<file path="src/rtl/mem_fill_arbiter_pkg.sv">
// Shared types and defaults for the memory fill arbiter: FSM states, fill
// target select and the block-base helper.
package mem_fill_arbiter_pkg;

    localparam int DEF_BLOCK_WORDS = 8;
    localparam int DEF_MEM_LATENCY = 4;

    typedef enum logic [1:0] {
        ST_IDLE  = 2'd0,
        ST_FILL  = 2'd1,
        ST_WRITE = 2'd2
    } state_t;

    typedef enum logic {
        SEL_I = 1'b0,
        SEL_D = 1'b1
    } sel_t;

    // Byte address of the first word of the block containing addr.
    function automatic logic [15:0] block_base(input logic [15:0] addr, input int words);
        return addr & ~16'(2 * words - 1);
    endfunction

endpackage

</file>
<file path="src/rtl/mem_fill_arbiter_burst_counter.sv">
// Burst word counter: synchronous clear, increment enable and a terminal-count
// flag that is high while the count equals LIMIT.
module burst_counter
    import mem_fill_arbiter_pkg::*;
#(
    parameter int CNT_W = 4,
    parameter int LIMIT = 8
) (
    input  logic             clk,
    input  logic             rst,
    input  logic             clr,
    input  logic             inc,
    output logic [CNT_W-1:0] cnt,
    output logic             tc
);

    logic [CNT_W-1:0] cnt_q;
    logic [CNT_W-1:0] cnt_d;

    // NOTE: give every always_comb output a default first so no latch is inferred.
    always_comb begin
        cnt_d = cnt_q;
        if (clr) begin
            cnt_d = '0;
        end else if (inc) begin
            cnt_d = cnt_q + CNT_W'(1);
        end
    end

    // NOTE: sequential state uses non-blocking assignments only.
    always_ff @(posedge clk or posedge rst) begin
        if (rst) begin
            cnt_q <= '0;
        end else begin
            cnt_q <= cnt_d;
        end
    end

    assign cnt = cnt_q;
    assign tc  = (cnt_q == CNT_W'(LIMIT));

endmodule

</file>
<file path="src/rtl/mem_fill_arbiter.sv">
// Shares one main-memory port between I-cache fills, D-cache fills and D-cache
// write-through stores; streams whole blocks from a pipelined memory.
module mem_fill_arbiter
    import mem_fill_arbiter_pkg::*;
#(
    parameter int BLOCK_WORDS = DEF_BLOCK_WORDS,
    parameter int MEM_LATENCY = DEF_MEM_LATENCY,
    localparam int IDX_W = $clog2(BLOCK_WORDS)
) (
    input  logic             clk,
    input  logic             rst,
    input  logic             i_req,
    input  logic [15:0]      i_addr,
    input  logic             d_req,
    input  logic             d_wr,
    input  logic [15:0]      d_addr,
    input  logic [15:0]      d_wdata,
    output logic             mem_en,
    output logic             mem_wr,
    output logic [15:0]      mem_addr,
    output logic [15:0]      mem_wdata,
    input  logic [15:0]      mem_rdata,
    input  logic             mem_valid,
    output logic             fill_we,
    output logic             fill_sel,
    output logic [IDX_W-1:0] fill_idx,
    output logic [15:0]      fill_data,
    output logic             i_busy,
    output logic             d_busy,
    output logic             i_done,
    output logic             d_done
);

    localparam int CNT_W = IDX_W + 1;
    localparam int EARLY = (MEM_LATENCY < BLOCK_WORDS) ? MEM_LATENCY : BLOCK_WORDS;

    state_t      state_q, state_d;
    sel_t        grant_q, grant_d;
    logic        last_d_q, last_d_d;
    logic [15:0] base_q, base_d;

    logic [CNT_W-1:0] issue_cnt;
    logic [CNT_W-1:0] ret_cnt;
    logic             issue_tc;
    logic             ret_tc;
    logic             in_fill;
    logic             issuing;
    logic             ret_last;
    logic             pick_d;

    assign in_fill  = (state_q == ST_FILL);
    assign issuing  = in_fill & ~issue_tc;
    assign ret_last = in_fill & mem_valid & ret_tc;
    // D wins a tie unless it took the previous grant, so I cannot starve.
    assign pick_d   = d_req & (~i_req | ~last_d_q);

    burst_counter #(.CNT_W(CNT_W), .LIMIT(BLOCK_WORDS)) u_issue_cnt (
        .clk (clk),
        .rst (rst),
        .clr (~in_fill),
        .inc (issuing),
        .cnt (issue_cnt),
        .tc  (issue_tc)
    );

    burst_counter #(.CNT_W(CNT_W), .LIMIT(BLOCK_WORDS - 1)) u_ret_cnt (
        .clk (clk),
        .rst (rst),
        .clr (~in_fill),
        .inc (in_fill & mem_valid),
        .cnt (ret_cnt),
        .tc  (ret_tc)
    );

    always_ff @(posedge clk or posedge rst) begin
        if (rst) begin
            state_q  <= ST_IDLE;
            grant_q  <= SEL_I;
            last_d_q <= 1'b0;
            base_q   <= '0;
        end else begin
            state_q  <= state_d;
            grant_q  <= grant_d;
            last_d_q <= last_d_d;
            base_q   <= base_d;
        end
    end

    always_comb begin
        state_d  = state_q;
        grant_d  = grant_q;
        last_d_d = last_d_q;
        base_d   = base_q;
        case (state_q)
            ST_IDLE: begin
                if (i_req | d_req) begin
                    grant_d = pick_d ? SEL_D : SEL_I;
                    base_d  = block_base(pick_d ? d_addr : i_addr, BLOCK_WORDS);
                    state_d = (pick_d & d_wr) ? ST_WRITE : ST_FILL;
                end
            end
            ST_FILL: begin
                if (ret_last) begin
                    state_d  = ST_IDLE;
                    last_d_d = (grant_q == SEL_D);
                end
            end
            ST_WRITE: begin
                state_d  = ST_IDLE;
                last_d_d = 1'b1;
            end
            default: state_d = ST_IDLE;
        endcase
    end

    always_comb begin
        mem_en    = 1'b0;
        mem_wr    = 1'b0;
        mem_addr  = '0;
        mem_wdata = '0;
        fill_we   = 1'b0;
        fill_sel  = 1'b0;
        fill_idx  = '0;
        fill_data = '0;
        i_done    = 1'b0;
        d_done    = 1'b0;
        case (state_q)
            ST_FILL: begin
                mem_en = issuing;
                if (issuing) begin
                    mem_addr = base_q + (16'(issue_cnt) << 1);
                end
                if (mem_valid) begin
                    fill_we   = 1'b1;
                    fill_sel  = (grant_q == SEL_D);
                    fill_idx  = IDX_W'(ret_cnt);
                    fill_data = mem_rdata;
                end
                i_done = ret_last & (grant_q == SEL_I);
                d_done = ret_last & (grant_q == SEL_D);
            end
            ST_WRITE: begin
                mem_en    = 1'b1;
                mem_wr    = 1'b1;
                mem_addr  = d_addr;
                mem_wdata = d_wdata;
                d_done    = 1'b1;
            end
            default: ;
        endcase
    end

    assign i_busy = i_req & ~i_done;
    assign d_busy = d_req & ~d_done;

    // A read can only return once the first MEM_LATENCY issues have gone out.
    always @(posedge clk) begin
        if (!rst && in_fill && mem_valid) begin
            assert (int'(issue_cnt) >= EARLY);
        end
    end

endmodule

</file>
<file path="config.mk">
export PLATFORM = sky130hd
export DESIGN_NAME = mem_fill_arbiter
export DESIGN_NICKNAME = d
export VERILOG_FILES = /design/src/rtl/mem_fill_arbiter_pkg.sv /design/src/rtl/mem_fill_arbiter_burst_counter.sv /design/src/rtl/mem_fill_arbiter.sv
export SDC_FILE = /design/constraint.sdc
export NUM_CORES = 1
export LEC_CHECK = 0
export BUFFER_PORTS_ARGS = -buffer_cell sky130_fd_sc_hd__buf_2
export CAP_MARGIN = 10
export CORE_MARGIN = 3
export CORE_UTILIZATION = 42
export DETAILED_ROUTE_END_ITERATION = 6
export PLACE_DENSITY = 0.8
export SKIP_CTS_REPAIR_TIMING = 1
export SLEW_MARGIN = 20
export SYNTH_ARGS = -nofsm -noshare
export SYNTH_HDL_FRONTEND = slang
export SYNTH_SLANG_ARGS = --single-unit
</file>
<file path="constraint.sdc">
create_clock -name clk -period 2 [get_ports clk]
set_clock_uncertainty 0.2 [all_clocks]
set_input_delay 0.1 -clock clk [delete_from_list [all_inputs] [get_ports clk]]
set_output_delay 0.1 -clock clk [all_outputs]
set_load 0.02 [all_outputs]
</file>
# ---- After elaboration in Yosys (flattened, before gate mapping)
# Index checks and enable logic that the tools add are counted.
dict set report classes {
  n_addsub 3
  mul 0
  div 0
  n_lt_le_gt_ge 0
  eq_ne 8
  shifts 0
  mux 27
  bitwise_logic 17
  reduce_logical 5
}
# op n
set ops {}
lappend ops {{16-bit two-way mux} 5}
lappend ops {{16-bit case mux with 2 select lines} 1}
lappend ops {{16-bit by 5-bit adder with 16-bit output} 1}
lappend ops {{4-bit two-way mux} 4}
lappend ops {{1-bit AND} 9}
lappend ops {{4-bit by 1-bit adder with 4-bit output, second input constant} 2}
lappend ops {{1-bit two-way mux} 8}
lappend ops {{2-bit two-way mux} 3}
lappend ops {{3-bit two-way mux} 2}
lappend ops {{2-bit by 1-bit != test with 1-bit output, second input constant} 3}
lappend ops {{1-bit NOT} 6}
lappend ops {{1-bit case mux with 2 select lines} 3}
lappend ops {{2-bit AND reduction} 3}
lappend ops {{4-bit by 3-bit == test with 1-bit output, second input constant} 1}
lappend ops {{4-bit == test, second input constant} 1}
lappend ops {{2-bit case mux with 2 select lines} 1}
lappend ops {{2-bit by 1-bit == test with 1-bit output, second input constant} 1}
lappend ops {{2-bit == test, second input constant} 1}
lappend ops {{2-bit zero test} 1}
lappend ops {{2-bit != test, second input constant} 1}
lappend ops {{1-bit bitwise OR} 2}
lappend ops {{2-bit nonzero test} 1}
dict set report word_totals {
  regBits 24
  latchBits 0
  mem_bits_rw 0
  romBits 0
  in_bits 70
  out_inout_bits 59
  wordCells 66
  memories 0
}

# ---- Longest topological paths before layout
dict set report depth {
  word_depth 7
  mapped_depth 7
  mapped_depth_nobuf 6
}

# ---- Modules after synthesis
# Synthesis repeated with hierarchy kept, for this count alone.
dict set report hier_totals {
  cells_unflattened 229
  hier_area_um2 1920.6
}
# module instances cells_per_inst area_each_um2 seq_area_each_um2
set modules_own_cells {}
lappend modules_own_cells {mem_fill_arbiter 1 189 1491.4 400.4}
lappend modules_own_cells {{burst_counter at u_issue_cnt} 1 21 225.2 100.1}
lappend modules_own_cells {{burst_counter at u_ret_cnt} 1 19 203.9 100.1}

# ---- Least setup slack after synthesis
# Ideal clock, no wire load.
dict set report synth_path {
  path_type {register -> output}
  start {register u_issue_cnt.cnt_q[3] (netlist: u_issue_cnt.cnt[3])}
  end {output mem_addr[8]}
  t_arrival_ns 1.491
  t_required_ns 1.700
  slack_ns 0.209
  stages_incl_launch_ff 7
  path_buffers 0
  cell_sequence {dfrtp_1 -> ha_1 -> ha_1 -> nand3_1 -> xnor2_1 -> a22oi_1 -> nor2b_1}
}
dict set report synth_via {
  elab_chain_cells 5
  word_cells_on_any_way 6
  cone_classes {add/sub (1); eq/ne (1); mux (2); bitwise (2)}
}
# item line_no
set synth_lines {}
lappend synth_lines {{start: declaration} mem_fill_arbiter_burst_counter.sv:17} ;# logic [CNT_W-1:0] cnt_q;
lappend synth_lines {{start signal: assignment} mem_fill_arbiter_burst_counter.sv:35} ;# cnt_q <= cnt_d;
lappend synth_lines {{parallel branches: the longest is 3 deep, another holds 16-bit by 5-bit adder with 16-bit output} -}
lappend synth_lines {{16-bit two-way mux (*)} mem_fill_arbiter.sv:130} ;# if (issuing) begin
lappend synth_lines {{16-bit case mux with 2 select lines (*)} mem_fill_arbiter.sv:127} ;# case (state_q)
lappend synth_lines {{end: declaration} mem_fill_arbiter.sv:20} ;# output logic [15:0] mem_addr,
# Mark *: on every way between the ends.

# ---- Worst setup path after layout
dict set report layout_path {
  start {register base_q[4]}
  end {output mem_addr[12]}
}
dict set report layout_via {
  elab_chain_cells 3
}
# item line_no
set layout_lines {}
lappend layout_lines {{start: declaration} mem_fill_arbiter.sv:40} ;# logic [15:0] base_q, base_d;
lappend layout_lines {{start signal: assignment} mem_fill_arbiter.sv:85} ;# base_q <= base_d;
lappend layout_lines {{16-bit by 5-bit adder with 16-bit output} mem_fill_arbiter.sv:131} ;# mem_addr = base_q + (16'(issue_cnt) << 1);
lappend layout_lines {{16-bit two-way mux} mem_fill_arbiter.sv:130}
lappend layout_lines {{16-bit case mux with 2 select lines} mem_fill_arbiter.sv:127}
# No other way between the ends.

==> qor.yml <==
die_x_um: 73.95
drcViolationCount: 0
avgRoutedWirePerCell_um: 15.13
clockBufferDepth: 2
viasPerCell: 5.253
synthArstFlopShare_pct: 100.0
cp_data_required_time_ns: 1.70
hp-class: "primary input to flop"
antenna_found_initial: 1
critical_path_buf_inv_count: 1
multi_input_area_um2: 1350
ys_top_cells_by_area: "dfrtp_1 (31%), and3_1 (7.4%), mux2i_1 (6.7%), and2_1 (6.5%), ha_1 (5.2%)"
hold-path-cell-count: 4
ff2ff_setup_slack_ns: 0.23
clk_pin_slew_ns: 0.10
worstSetupEndpointType: "output port"
cp_top_family: "flip-flops"
yosysMostFrequentCell: "nand2_1"
hold-path-endpoint: "u_ret_cnt.cnt[0]$_DFFE_PP0P_"
setup_viol: 1
ir_drop_uv: 673.9
synth_common_cells: "nand2_1 (25), dfrtp_1 (24), and3_1 (23)"
r2r_end: "state_q[1]$_DFFE_PP0P_"
outcome: "finished with violations"
cts.sinks: 24
violations: "setup timing"
syn_nets: 306
dpl-instance-area_um2: 2625
dieArea_um2: 5469
rows: 24
hpwl_um: 4235
tightest_slew_ns: 0.3190
wl_um: 6629
max-slew-margin-rel_pct: 78.73
rsz0062_at_grt: "true"
leakagePower_nw: 1.696
cpPeakStageDelay_ns: 0.42
grt_max_degree: 27
gr-total-overflow: 0
worst_slack_ns: -0.03991
syn-mean-instance-area_um2: 8.506
r2r_start: "u_ret_cnt.cnt[0]$_DFFE_PP0P_"
synth_cells: 228
fin_nets: 464
worstSkewPairLatency_ns: 0.27
synth-seq-cells: 24
finalHoldViolCount: 0
preCtsSetupSlack_ns: 0.03908
hold_ws_ns: 0.1486
coreArea_um2: 4414
fin_crit_sh_pct: 102.0
numCtsBuffers: 3
gr-usage-all-layers_pct: 18.71
start_util_pct: 43.93
worst-setup-path-type: "flop to output port"
min_from: "mem_valid"
crit_chain: "ha_4, ha_4, nand4_1, xor2_1, o21ai_1, buf_2"
drt_first_pass_iters: 4
yosysSeqAreaShare_pct: 30.97
seqCellArea_um2: 603.1
arrival_ns: 1.74
utilization_pct: 71.66
drtIter0Drc: 179
path_common_cell: "ha_4"
reg2regPathDepth: 5
htreeDepth: 1
gp_congestion: 0.8581
cts_tree: "built"
max_freq_mhz: 490.2
ios: 129
synth_warnings: 0
drv_cap: 0
cp_slowest_cell: "dfrtp_1"
period_minus_slack_ns: 2.040
yosysTopAreaCellShare_pct: 30.97
nFillCells: 333
layout-drive-gt1-share_pct: 45.19
powerDensity_nw_per_um2: 1022
syn_area_um2: 1939
ys.flop_type: "dfrtp_1"
ant_nets: 0
grt_pass1_wl_um: 8204
synth_cell_types: 36
power_mw: 3.231
synth_top_cell_by_area: "dfrtp_1"
grt_pass1_vias: 1794
final_area_um2: 3163
die_y_um: 73.95
cts_root_buf: "clkbuf_8"
io_buffers: 124
start_kind: "flop"
num_vias: 2301
drv_slew: 0
cp_max_fo: 5
synth_edf_count: 0
area_delta_synth_final_pct: 63.10
## layer usage
layer / track usage (%) / share of wire [%] / vias up
li1: - / - / 1101
met1: 24.28 / 38 / 1062
met2: 33.46 / 52 / 122
met3: 3.378 / 7.8 / 16
met4: 2.213 / 2.2 / 0
met5: 0 / 0 / -
## kinds of logic after synthesis
kind of cell / synth area share, %
multiplexers: 6.709
XOR/XNOR: 7.226
adder cells (fa/ha/maj): 5.161
AO/OA/AOI/OAI: 13.16
AND/OR/NAND/NOR: 31.35
flip-flops: 30.97
buffers and inverters: 5.419
## worst max path at each step
stage | from | end | slack (ns) | cells past startpoint
2_1_floorplan | u_issue_cnt.cnt[3]$_DFFE_PP0P_ | mem_addr[8] | 0.21 | 6
3_5_place_dp | u_issue_cnt.cnt[1]$_DFFE_PP0P_ | mem_addr[15] | 0.04 | 7
6_report | base_q[4]$_DFFE_PP0P_ | mem_addr[12] | -0.04 | 6
5_1_grt | state_q[1]$_DFFE_PP0P_ | mem_addr[12] | -0.06 | 6
3_3_place_gp | u_issue_cnt.cnt[1]$_DFFE_PP0P_ | mem_addr[13] | 0.14 | 7
4_1_cts | u_issue_cnt.cnt[1]$_DFFE_PP0P_ | mem_addr[15] | -0.29 | 7
## cell type report
class	instances	area share [%]
diodes	1	0.07911
multi-input cells	184	42.68
clock buffers	3	1.305
repair buffers	167	33.15
clock inverters	1	0.9494
well taps	52	2.057
flip-flops and latches	24	19.07
inverters	6	0.7120
## worst min-delay path, delay by kind of cell
kind	cells	cell delay, ns
simple gates	1	0.08
buf+inv	2	0.30
xor+xnor	1	0.09
## state kept, by name, indices dropped and copies added, names as in the netlist
register / count
state_q: 2
last_d_q: 1
base_q: 12
u_ret_cnt.cnt: 4
u_issue_cnt.cnt: 4
grant_q: 1
## report_power, final
part | switching (mW) | total, mW | internal (mW)
combinational | 1.02 | 1.87 | 0.855
sequential | 0.258 | 0.923 | 0.665
clock | 0.166 | 0.434 | 0.268
total | 1.44 | 3.23 | 1.79
## through the flow
step                TNS [ns]  std cells
floorplan                  0        228
global placement           0        400
detailed placement         0        400
CTS                   -3.525        404
global route         -0.3859        438
finish              -0.03991        438
## layout by cell type, fill, tap and decap left out, types with 2 or more instances in the layout
master         netlist  layout
ha_1                 8       3
xnor2_1              7       7
nand3_1              5       4
o21ai_2              1       2
nor2_1              11      10
buf_4                1      22
nor3_2               2       2
a21oi_1              3       3
and3_1              23      23
and2_1              20      18
nand2_1             25      25
a22oi_1              8       6
inv_1                6       4
a22o_1               2       2
dlygate4sd3_1        0      26
clkbuf_8             0       3
inv_2                0       2
ha_4                 0       4
and2_4               0       3
buf_2                5     116
mux2i_1             13      13
buf_6                0       2
dfrtp_2              0       2
dfrtp_1             24      22
a22oi_2              0       2
nand4_1              4       4
nor2b_1             10       9
xor2_1               9       9
o21ai_1             19      18
No activity file was read; power rests on OpenSTA's default activity.
